<file path="src/rtl/dmem_pkg.sv">
// Shared definitions for the dmem port arbiter: func3 size codes, sequencer
// states and the registered command format.
package dmem_pkg;

  // Widths of the registered command; the top defaults its port widths to these.
  localparam int unsigned CMD_ADDR_W = 32;
  localparam int unsigned CMD_DATA_W = 32;

  // Access size codes, forwarded untouched to dmem.
  localparam logic [2:0] F3_BYTE = 3'b000;
  localparam logic [2:0] F3_HALF = 3'b001;
  localparam logic [2:0] F3_WORD = 3'b010;

  // Port ids as stored in the owner and last-grant registers.
  localparam logic PORT0 = 1'b0;
  localparam logic PORT1 = 1'b1;

  typedef enum logic [1:0] {
    StIdle   = 2'd0,
    StAccess = 2'd1,
    StResp   = 2'd2
  } state_t;

  typedef struct packed {
    logic [CMD_ADDR_W-1:0] addr;
    logic [CMD_DATA_W-1:0] wdata;
    logic [2:0]            func3;
    logic                  we;
  } cmd_t;

endpackage

</file>
<file path="src/rtl/dmem_arb_pick.sv">
// Combinational grant picker for the two dmem requesters.
// DMEM_ARB_RR_EN defined: round-robin on ties (the port not granted last wins).
// DMEM_ARB_RR_EN undefined: fixed priority, port 0 always wins.
module dmem_arb_pick
  import dmem_pkg::*;
(
  input  logic [1:0] req,
  input  logic       last,
  output logic [1:0] grant
);

`ifdef DMEM_ARB_RR_EN
  // Single requester wins outright; on a tie, favour the port not granted last.
  always_comb begin
    grant = 2'b00;
    if (req == 2'b11) begin
      grant = (last == PORT1) ? 2'b01 : 2'b10;
    end else begin
      grant = req;
    end
  end
`else
  // The last-grant input has no meaning under fixed priority.
  logic unused_last;
  assign unused_last = last;

  // Port 0 always takes precedence.
  always_comb begin
    grant = 2'b00;
    if (req[0]) begin
      grant = 2'b01;
    end else if (req[1]) begin
      grant = 2'b10;
    end
  end
`endif

endmodule

</file>
<file path="src/rtl/dmem_port_arbiter.sv">
// Two-port arbiter and access sequencer in front of the data memory.
// Port 0 is the pipeline MEM stage, port 1 a secondary master. The winning
// command is registered, drives dmem for one cycle, and the response is
// returned two cycles after accept. Build option: DMEM_ARB_RR_EN selects
// round-robin arbitration instead of fixed port-0 priority.
module dmem_port_arbiter
  import dmem_pkg::*;
#(
  parameter int unsigned ADDR_W = CMD_ADDR_W,
  parameter int unsigned DATA_W = CMD_DATA_W
) (
  input  logic              clk,
  input  logic              rst,

  input  logic              p0_req,
  output logic              p0_ready,
  input  logic [ADDR_W-1:0] p0_addr,
  input  logic [DATA_W-1:0] p0_wdata,
  input  logic [2:0]        p0_func3,
  input  logic              p0_we,
  output logic              p0_rsp_valid,
  output logic [DATA_W-1:0] p0_rdata,

  input  logic              p1_req,
  output logic              p1_ready,
  input  logic [ADDR_W-1:0] p1_addr,
  input  logic [DATA_W-1:0] p1_wdata,
  input  logic [2:0]        p1_func3,
  input  logic              p1_we,
  output logic              p1_rsp_valid,
  output logic [DATA_W-1:0] p1_rdata,

  output logic [ADDR_W-1:0] mem_addr,
  output logic [DATA_W-1:0] mem_data_in,
  output logic [2:0]        mem_func3,
  output logic              mem_wr_en,
  output logic              mem_rd_en,
  input  logic [DATA_W-1:0] mem_data_out
);

  state_t            state_q, state_d;
  cmd_t              cmd_q, cmd_sel;
  logic              owner_q;
  logic [DATA_W-1:0] rdata0_q, rdata1_q;
  logic [1:0]        grant;
  logic              last;
  logic              accept_en;
  logic              accept;

  // No accepts while the registered command owns the dmem port.
  assign accept_en = (state_q != StAccess);

`ifdef DMEM_ARB_RR_EN
  logic last_q;

  // Remember which port was granted most recently; reset favours port 0 first.
  always_ff @(posedge clk or posedge rst) begin
    if (rst) begin
      last_q <= PORT1;
    end else if (accept) begin
      last_q <= p1_ready;
    end
  end

  assign last = last_q;
`else
  assign last = PORT1;
`endif

  dmem_arb_pick u_pick (
    .req   ({p1_req, p0_req}),
    .last  (last),
    .grant (grant)
  );

  assign p0_ready = accept_en & grant[0];
  assign p1_ready = accept_en & grant[1];
  assign accept   = p0_ready | p1_ready;

  // Select the winner's payload for the command register.
  always_comb begin
    cmd_sel = '0;
    if (p1_ready) begin
      cmd_sel.addr  = CMD_ADDR_W'(p1_addr);
      cmd_sel.wdata = CMD_DATA_W'(p1_wdata);
      cmd_sel.func3 = p1_func3;
      cmd_sel.we    = p1_we;
    end else begin
      cmd_sel.addr  = CMD_ADDR_W'(p0_addr);
      cmd_sel.wdata = CMD_DATA_W'(p0_wdata);
      cmd_sel.func3 = p0_func3;
      cmd_sel.we    = p0_we;
    end
  end

  // Sequencer state register.
  always_ff @(posedge clk or posedge rst) begin
    if (rst) begin
      state_q <= StIdle;
    end else begin
      state_q <= state_d;
    end
  end

  // Next-state: accept -> ACCESS -> RESP, chaining straight into ACCESS on a new accept.
  always_comb begin
    state_d = state_q;
    unique case (state_q)
      StIdle:   if (accept) state_d = StAccess;
      StAccess: state_d = StResp;
      StResp:   state_d = accept ? StAccess : StIdle;
      default:  state_d = StIdle;
    endcase
  end

  // Latch the winning command and its owner on accept.
  always_ff @(posedge clk or posedge rst) begin
    if (rst) begin
      cmd_q   <= '0;
      owner_q <= PORT0;
    end else if (accept) begin
      cmd_q   <= cmd_sel;
      owner_q <= p1_ready;
    end
  end

  // Capture load data into the owner's read register at the end of ACCESS.
  always_ff @(posedge clk or posedge rst) begin
    if (rst) begin
      rdata0_q <= '0;
      rdata1_q <= '0;
    end else if (state_q == StAccess && !cmd_q.we) begin
      if (owner_q == PORT1) begin
        rdata1_q <= mem_data_out;
      end else begin
        rdata0_q <= mem_data_out;
      end
    end
  end

  // dmem drive and response outputs; enables are decoded from the state so an
  // asynchronous reset removes them immediately.
  always_comb begin
    mem_addr     = ADDR_W'(cmd_q.addr);
    mem_data_in  = DATA_W'(cmd_q.wdata);
    mem_func3    = cmd_q.func3;
    mem_wr_en    = 1'b0;
    mem_rd_en    = 1'b0;
    p0_rsp_valid = 1'b0;
    p1_rsp_valid = 1'b0;
    if (state_q == StAccess) begin
      mem_wr_en = cmd_q.we;
      mem_rd_en = !cmd_q.we;
    end
    if (state_q == StResp) begin
      p0_rsp_valid = (owner_q == PORT0);
      p1_rsp_valid = (owner_q == PORT1);
    end
  end

  assign p0_rdata = rdata0_q;
  assign p1_rdata = rdata1_q;

endmodule

</file>
<file path="config.mk">
export PLATFORM = sky130hd
export DESIGN_NAME = dmem_port_arbiter
export DESIGN_NICKNAME = d
export VERILOG_FILES = /design/src/rtl/dmem_pkg.sv /design/src/rtl/dmem_arb_pick.sv /design/src/rtl/dmem_port_arbiter.sv
export SDC_FILE = /design/constraint.sdc
export NUM_CORES = 1
export LEC_CHECK = 0
export BUFFER_PORTS_ARGS = -buffer_cell sky130_fd_sc_hd__buf_2
export CAP_MARGIN = 10
export CORE_AREA = 2 2 120 122
export CTS_CLUSTER_DIAMETER = 120
export DETAILED_ROUTE_END_ITERATION = 6
export DIE_AREA = 0 0 122 124
export GPL_TIMING_DRIVEN = 0
export PLACE_DENSITY_LB_ADDON = 0.25
export SETUP_SLACK_MARGIN = 0.4
export SYNTH_ARGS = -nofsm -noshare
export SYNTH_HDL_FRONTEND = slang
export SYNTH_SLANG_ARGS = --single-unit
</file>
<file path="constraint.sdc">
create_clock -name clk -period 11.25 [get_ports clk]
set_input_delay 0.5625 -clock clk [delete_from_list [all_inputs] [get_ports clk]]
set_output_delay 0.5625 -clock clk [all_outputs]
set_load 0.05 [all_outputs]
</file>
Word level (Yosys, flattened, before mapping)
Index checks and enable logic that the tools add are counted.
W data, S select, Z words.
{"block": "totals", "reg_bits": 135, "inputBits": 172, "out_inout_bits": 137}
{"block": "op_classes", "n_eq_ne": 4, "n_mux": 10, "bitwise_logic": 4, "reduce_logical": 5}
{"cell": "$mux W68", "n": 1}
{"cell": "$mux W2", "n": 3}
{"cell": "$pmux W2 S3", "n": 1}
{"cell": "$mux W1", "n": 5}
{"cell": "$reduce_and A2 Y1", "n": 2}
{"cell": "$and A1 B1 Y1", "n": 2}
{"cell": "$eq A2 B1 Y1 const B", "n": 1}
{"cell": "$eq A2 B2 Y1 const B", "n": 1}
{"cell": "$logic_not A2 Y1", "n": 1}
{"cell": "$ne A2 B1 Y1 const B", "n": 1}
{"cell": "$ne A2 B2 Y1 const B", "n": 1}
{"cell": "$logic_and A1 B1 Y1", "n": 1}
{"cell": "$logic_not A1 Y1", "n": 1}
{"cell": "$not A1 Y1", "n": 1}
{"cell": "$or A1 B1 Y1", "n": 1}

Logic depth before layout (Yosys ltp)
Gate-level depths: netlist (run 1).
{"block": "logic_depth", "ltp_word": 6, "mapped_depth": 7, "depth_no_buf": 3}

Modules after synthesis
A second synthesis (run 1) with hierarchy kept.
{"block": "hier_totals", "hier_cells": 532, "area_unflattened_um2": 6462.4}
{"module": "dmem_port_arbiter", "n_inst": 1, "cells_per_inst": 530, "area_per_inst_um2": 6441.2, "seq_area_each_um2": 3378.2}
{"module": "dmem_arb_pick", "n_inst": 1, "cells_per_inst": 2, "area_per_inst_um2": 21.3, "seq_area_each_um2": 0.0}

Worst setup path before layout (run 1)
OpenSTA, ideal clock, no wires.
{"block": "synth_path", "path_type": "register -> output", "startpoint": "register owner_q", "endpoint": "output p0_rsp_valid", "t_arrival_ns": 1.563, "required_ns": 10.688, "path_slack_ns": 9.124, "stages_incl_launch_ff": 2, "n_path_buf": 0, "cell_sequence": "dfrtp_1 > nor3b_1"}
{"block": "synth_between", "elab_chain_cells": 2}
{"element": "start: declaration", "line_no": "dmem_port_arbiter.sv:43", "text": "logic owner_q;"}
{"element": "start signal: assignment", "line_no": "dmem_port_arbiter.sv:123", "text": "owner_q <= p1_ready;"}
{"element": "$not A1 Y1 (no source line)"}
{"element": "$mux W1", "line_no": "dmem_port_arbiter.sv:155", "text": "if (state_q == StResp) begin"}
{"element": "end: declaration", "line_no": "dmem_port_arbiter.sv:21", "text": "output logic p0_rsp_valid,"}
Every way passes these cells.

Worst setup path in the final report (run 1)
{"block": "layout_path", "startpoint": "input p0_req", "endpoint": "output p0_ready"}
{"block": "layout_between", "elab_chain_cells": 2}
{"element": "start: declaration", "line_no": "dmem_port_arbiter.sv:15", "text": "input logic p0_req,"}
{"element": "$mux W2", "line_no": "dmem_arb_pick.sv:30", "text": "if (req[0]) begin"}
{"element": "$and A1 B1 Y1", "line_no": "dmem_port_arbiter.sv:76", "text": "assign p0_ready = accept_en & grant[0];"}
{"element": "end: declaration", "line_no": "dmem_port_arbiter.sv:16", "text": "output logic p0_ready,"}
Every way passes these cells.

==> results.json, run 1 <==
{
  "status": "finished, final reports clean",
  "ys_ff_latch": 135,
  "fillerInstances": 1058,
  "layout.cells.non_filler": 963,
  "grt-ovfl-total": 0,
  "seqPwrFrac": 0.298,
  "final_core_util": 0.647,
  "root_buffer": "clkbuf_16",
  "grt_pass1_vias": 4818,
  "hold_viol": 0,
  "clk_latency_ns": 0.42,
  "dieArea_um2": 15100,
  "vdd_ir_drop_max_v": 0.000255,
  "cts_resized": 0,
  "start_util": 0.468,
  "rsz0062_at_grt": "false",
  "synth_warnings": 0,
  "hp-class": "primary input to async pin",
  "fp.dieH_um": 124,
  "max_cap_viol_count": 0,
  "synth_area_um2": 6420,
  "yosysSeqAreaShare": 0.526,
  "setup_viol": 0,
  "post-cts-setup-buffer-count": 0,
  "crit_path_max_fanout": 10,
  "clk_pin_slew_ns": 0.06,
  "grt_first_pass_wirelength_um": 23500,
  "htreeDepth": 4,
  "synth_cell_types": 23,
  "clkPwrFrac": 0.259,
  "drt_iter0_markers": 110,
  "drc_errors": 0,
  "syn_nets": 616,
  "drive_above_1_share": 0.791,
  "pin_count": 309,
  "crit_arrival_ns": 1.86,
  "clock_path_buffers": 2,
  "p_comb_frac": 0.443,
  "port-buffer-count": 307,
  "routed_wl_um": 15700,
  "tightest_slew_ns": 0.671,
  "finClkSkew_ns": 0.00800,
  "clock_sinks": 135,
  "numCtsBuffers": 17,
  "criticalPathCategory": "primary input to output port",
  "syn_to_final_growth_pct": 38.3,
  "dr_total_vias": 4588,
  "power.density_nw_per_um2": 270,
  "core_region_area_um2": 13700,
  "rows": 43,
  "rrSetupSlack_ns": 9.50,
  "nNetsFinal": 943,
  "die_w_um": 122,
  "post_drt_wl_per_cell_um": 16.3,
  "gp_congestion": 0.754,
  "max_stage_delay_ns": 0.53,
  "dpl.hpwl_um": 12000,
  "crit_path_frequent_cell": "buf_2",
  "slew_viol_final": 0,
  "synthCells": 444,
  "critPathRequiredTime_ns": 10.69,
  "antenna_found_initial": 0,
  "cts_tree": "done",
  "net-switching-power_mw": 1.01,
  "fin_crit_sh": 0.215,
  "max_freq_mhz": 413,
  "grt_start_max_net_pins": 76,
  "cp_cell_sequence": "buf_2 -> clkbuf_1 -> and2_1 -> buf_2",
  "grt_use_total": 0.205,
  "startpoint_type": "primary input",
  "vias_per_cell": 4.76,
  "internal-power_mw": 1.39,
  "fin_setup_tns_ns": 0,
  "power.share.switching": 0.421,
  "ctsHoldBuffers": 0,
  "postSynthAreaPerCell_um2": 14.5,
  "period_needed_ns": 2.42,
  "ant_nets": 0,
  "leakage_nw": 4.41,
  "cpMaxStageDelayCell": "clkbuf_1",
  "drtPass1Iterations": 4,
  "placed_cells": 932,
  "n_antenna_cell": 0,
  "maxSlewHeadroom": 0.552,
  "crit_path_end_kind": "output port"
}
## state kept, by name, summed over array words and instances, names as in the netlist
| register | cells |
|---|---|
| cmd_q | 1 |
| p0_rdata | 32 |
| p1_rdata | 32 |
| mem_data_in | 32 |
| mem_func3 | 3 |
| state_q | 2 |
| mem_addr | 32 |
| owner_q | 1 |
## kinds of logic after synthesis
group,share of synthesized area
multiplexers,0.351
flip-flops,0.526
buffers and inverters,0.106
AND/OR/NAND/NOR,0.0127
AO/OA/AOI/OAI,0.00448
## per-layer routing
metal  global-route usage  vias up  part of all wire
met2                0.368      208              0.52
met1                0.222     2221              0.37
met5                    0        -                 0
met3               0.0687       29             0.084
met4               0.0876        0             0.023
li1                     -     2130                 -
## placed cells by master (no fill, tap or decap), drive strengths merged, types with 2 or more instances in the layout
cell type    n
a21oi        2
buf        391
bufinv       6
clkbuf      26
clkinv       4
dfrtp      135
inv          6
mux2       196
mux2i        2
nor2         3
nor3b        2
## metrics by stage
stage | hold slack (ns) | total power [mW] | setup WS, ns | area [um^2]
6_report | 0.214 | 2.40 | 8.83 | 8880
5_1_grt | 0.255 | 2.50 | 8.73 | 8880
4_1_cts | 0.242 | 2.43 | 8.78 | 8880
3_5_place_dp | 0.486 | 1.79 | 8.79 | 8220
3_3_place_gp | 0.462 | 1.77 | 5.75 | 8180
2_1_floorplan | 0.440 | 1.54 | 7.08 | 6420
## area by class of cell
type / count / area [um^2] / area share
clock inverter: 12 / 224 / 0.0252
timing repair buffer: 308 / 1560 / 0.176
tap: 180 / 225 / 0.0254
multi-input combinational: 214 / 2360 / 0.266
clock buffer: 19 / 443 / 0.0499
sequential: 135 / 3380 / 0.380
inverter: 5 / 23.8 / 0.00268
buffer: 90 / 661 / 0.0744
## critical path, delay by kind of cell
kind                   cells  cell delay (ns)
and+or+nand+nor            1             0.25
buffers and inverters      3             1.04
## path summary, 6_finish.rpt
| check | from | to | cells after the start |
|---|---|---|---|
| worst max-delay path | p0_req | p0_ready | 4 |
| max in group asynchronous | rst | mem_addr[31] | 3 |
| worst max register to register | state_q[1] | p0_rdata[14] | 5 |
| min in group clk | mem_data_out[27] | p0_rdata[27] | 2 |
| worst min register to register | state_q[0] | state_q[0] | 1 |
| worst min-delay path | rst | p1_rdata[16] | 2 |
## power groups by stage
| stage | clock, mW | sequential (mW) | combinational, mW |
|---|---|---|---|
| floorplan | 0 | 1.11 | 0.430 |
| global placement | 0 | 0.712 | 1.05 |
| detailed placement | 0 | 0.720 | 1.07 |
| CTS | 0.636 | 0.717 | 1.07 |
| global route | 0.654 | 0.734 | 1.11 |
| finish | 0.623 | 0.716 | 1.06 |
## cell usage after synthesis, drive strengths merged
cell type | count | area (um^2)
mux2 | 196 | 2230
a21oi | 2 | 10.0
buf | 83 | 634
and3b | 1 | 8.76
nand2b | 1 | 6.26
dfrtp | 135 | 3380
and2 | 1 | 6.26
nor3b | 2 | 26.3
o21a | 1 | 7.51
mux2i | 2 | 20.0
nor2 | 3 | 11.3
nor3 | 1 | 10.0
inv | 5 | 18.8
o22ai | 1 | 6.26
clkbuf | 7 | 26.3
o21ai | 1 | 5.00
nor2b | 1 | 6.26
and3 | 1 | 6.26
No activity file was read; power rests on OpenSTA's default activity.
==> run 2, diff against run 1 <==
Settings changed: ABC_AREA from default to 1, CORE_AREA 2 2 120 122 to default, CORE_MARGIN from default to 2, CORE_UTILIZATION from default to 43, DIE_AREA 0 0 122 124 to default.
Clock period 11.25 ns to 2.2 ns, I/O delays scaled along.
==> run 2 against run 1 <==
Flip-flop and latch count did not move. Synthesized area rose by 6.9%. Combinational power rose to 5.4 times the previous value. Count of clock-buffer cells in the layout fell by 2. Die area rose by 12%. First-iteration DRC count rose to 2.9 times the previous value. Routed wire length rose by 37%. Non-clock buffer count rose by 113.
==> results.json, run 2 <==
{
  "root_buffer": "clkbuf_16",
  "path_buf_inv": 4,
  "netlist_top_cells_count": "nand2_1 (269), inv_1 (173), nand3_1 (136)",
  "synth_area_leaders": "dfrtp_1 (49%), nand2_1 (15%), nand3_1 (9.9%), inv_1 (9.5%), buf_4 (7.7%)",
  "status": "finished, final reports clean",
  "layout_commonest_cell": "buf_2",
  "clk_pin_slew_ns": 0.06,
  "grt_use_total": 0.248,
  "synth_warnings": 0,
  "tightest_slew_ns": 0.592,
  "syn_nets": 1078,
  "final_cell_mix": "buf_2 (327), nand2_1 (268), inv_1 (172)",
  "period_needed_ns": 1.75,
  "critPathRequiredTime_ns": 2.09,
  "nNetsFinal": 1494,
  "path_depth": 6,
  "criticalPathCategory": "register to output port",
  "synth.most_common_cell": "nand2_1",
  "synthCells": 906,
  "syn_to_final_growth_pct": 49.4,
  "routed_wl_um": 21400,
  "synth_flop_cell": "dfrtp_1",
  "pin_count": 309,
  "post_dp_cell_area_um2": 8740,
  "vdd_ir_drop_max_v": 0.000730,
  "grt-ovfl-total": 0,
  "netlist.area_leader.share": 0.492,
  "cts_tree": "done",
  "maxSlewHeadroom": 0.605,
  "drtPass1Iterations": 5,
  "synth_edf_count": 0,
  "port-buffer-count": 308,
  "numCtsBuffers": 17,
  "dpl.hpwl_um": 15000,
  "vias_per_cell": 4.58,
  "hold_viol": 0,
  "seqPwrFrac": 0.297,
  "htreeDepth": 4,
  "clkPwrFrac": 0.242,
  "holdPathStages": 5,
  "finalHoldWorstSlack_ns": 0.0119,
  "gp_congestion": 0.832,
  "p_comb_frac": 0.461,
  "core_region_area_um2": 15800,
  "synth_cell_types": 18,
  "power.share.switching": 0.474,
  "ff2ff_path_depth": 6,
  "drc_errors": 0,
  "synth-async-reset-ratio": 1.00,
  "crit_path_max_fanout": 10,
  "power.density_nw_per_um2": 1200,
  "post_drt_wl_per_cell_um": 13.8,
  "yosysSeqAreaShare": 0.492,
  "dieArea_um2": 17000,
  "antenna_found_initial": 2,
  "post-cts-setup-buffer-count": 0,
  "rsz0062_at_grt": "true",
  "ys_ff_latch": 135,
  "cp_cell_sequence": "inv_2 -> nand2_4 -> buf_6 -> clkbuf_4 -> nor2_2 -> buf_6",
  "hp-class": "primary input to register",
  "synth_top_area_cell": "dfrtp_1",
  "grt_start_max_net_pins": 40,
  "grt_pass1_vias": 6841,
  "clock_path_buffers": 2,
  "max_cap_viol_count": 0,
  "crit_path_end_kind": "output port",
  "fin_crit_sh": 0.794,
  "internal-power_mw": 6.48,
  "dr_total_vias": 7112,
  "final_area_um2": 10300,
  "drive_above_1_share": 0.338,
  "startpoint_type": "register",
  "synth_area_um2": 6870,
  "net-switching-power_mw": 5.85,
  "ant_nets": 0,
  "crit_arrival_ns": 1.64,
  "grt_first_pass_wirelength_um": 32900,
  "slew_viol_final": 0,
  "die_w_um": 130,
  "finClkSkew_ns": 0.0109,
  "clk_latency_ns": 0.42,
  "cpMaxStageDelayCell": "dfrtp_1",
  "rows": 46,
  "drt_iter0_markers": 320,
  "max_freq_mhz": 572,
  "crit_path_frequent_cell": "buf_6",
  "start_util": 0.435,
  "leakage_nw": 6.13,
  "max_stage_delay_ns": 0.40,
  "fp.dieH_um": 130,
  "postSynthAreaPerCell_um2": 7.58,
  "setup_viol": 0,
  "crit_family": "buffers and inverters",
  "clock_sinks": 135
}
run 2: cell type report:
class	instances	area (um^2)
clock buffers	17	425
flip-flops and latches	135	3380
clock inverters	15	195
repair buffers	397	2470
inverters	175	661
diodes	3	7.51
fillers	1366	5510
plain buffers	114	754
well taps	216	270
multi-input cells	482	2100
run 2: worst paths after layout:
check / startpoint / endpoint / slack [ns]
max in group asynchronous: rst / p1_rdata[27] / 1.06
min reg2reg: mem_addr[29] / mem_addr[29] / 0.48
max: state_q[1] / mem_wr_en / 0.45
min in group asynchronous: rst / mem_addr[16] / 0.30
min: p0_addr[29] / mem_addr[29] / 0.01
max reg2reg: state_q[1] / mem_data_in[23] / 0.66
run 2: per-layer routing:
layer / wire length [um] / global-route usage / vias to the layer above
li1: - / - / 3503
met1: 8780 / 0.299 / 3278
met2: 10500 / 0.422 / 276
met3: 1390 / 0.0554 / 55
met4: 733 / 0.117 / 0
met5: 0 / 0 / -
run 2: worst register-to-register path, cell delays in order (launching register included):
cell      delay (ns)
dfrtp_1         0.40
inv_2           0.08
nand2_4         0.11
o21ai_2         0.18
clkbuf_1        0.51
nand2_1         0.13
nand2_1         0.09
run 2: through the flow:
stage / setup TNS, ns / utilization / instances / power, mW / setup slack, ns
after global routing: 0 / 0.650 / 1552 / 13.0 / 0.368
after global placement: -74.51 / 0.551 / 1430 / 9.16 / -0.563
after floorplan: 0 / - / 906 / 7.83 / 0.411
after detailed placement: 0 / 0.554 / 1433 / 9.23 / 0.546
final: 0 / 0.651 / 1554 / 12.3 / 0.453
after CTS: 0 / 0.649 / 1551 / 12.4 / 0.410
run 2: kinds of logic after synthesis:
kind of cell | share of synthesized area
simple gates | 0.255
buf+inv | 0.204
flops | 0.492
compound gates | 0.0487
run 2: power groups by stage:
stage,sequential (mW),combinational (mW),clock [mW]
4_1_cts,3.66,5.69,3.03
5_1_grt,3.75,6.06,3.14
3_5_place_dp,3.69,5.54,0
2_1_floorplan,5.66,2.17,0
6_report,3.67,5.69,2.98
3_3_place_gp,3.68,5.47,0
run 2: repair_timing:
item                                    CTS  global route
hold endpoints to repair                138             0
pin swaps                                 0             1
hold buffers                             86             0
endpoints found under the setup margin    2             2
gates resized for setup                   7             3
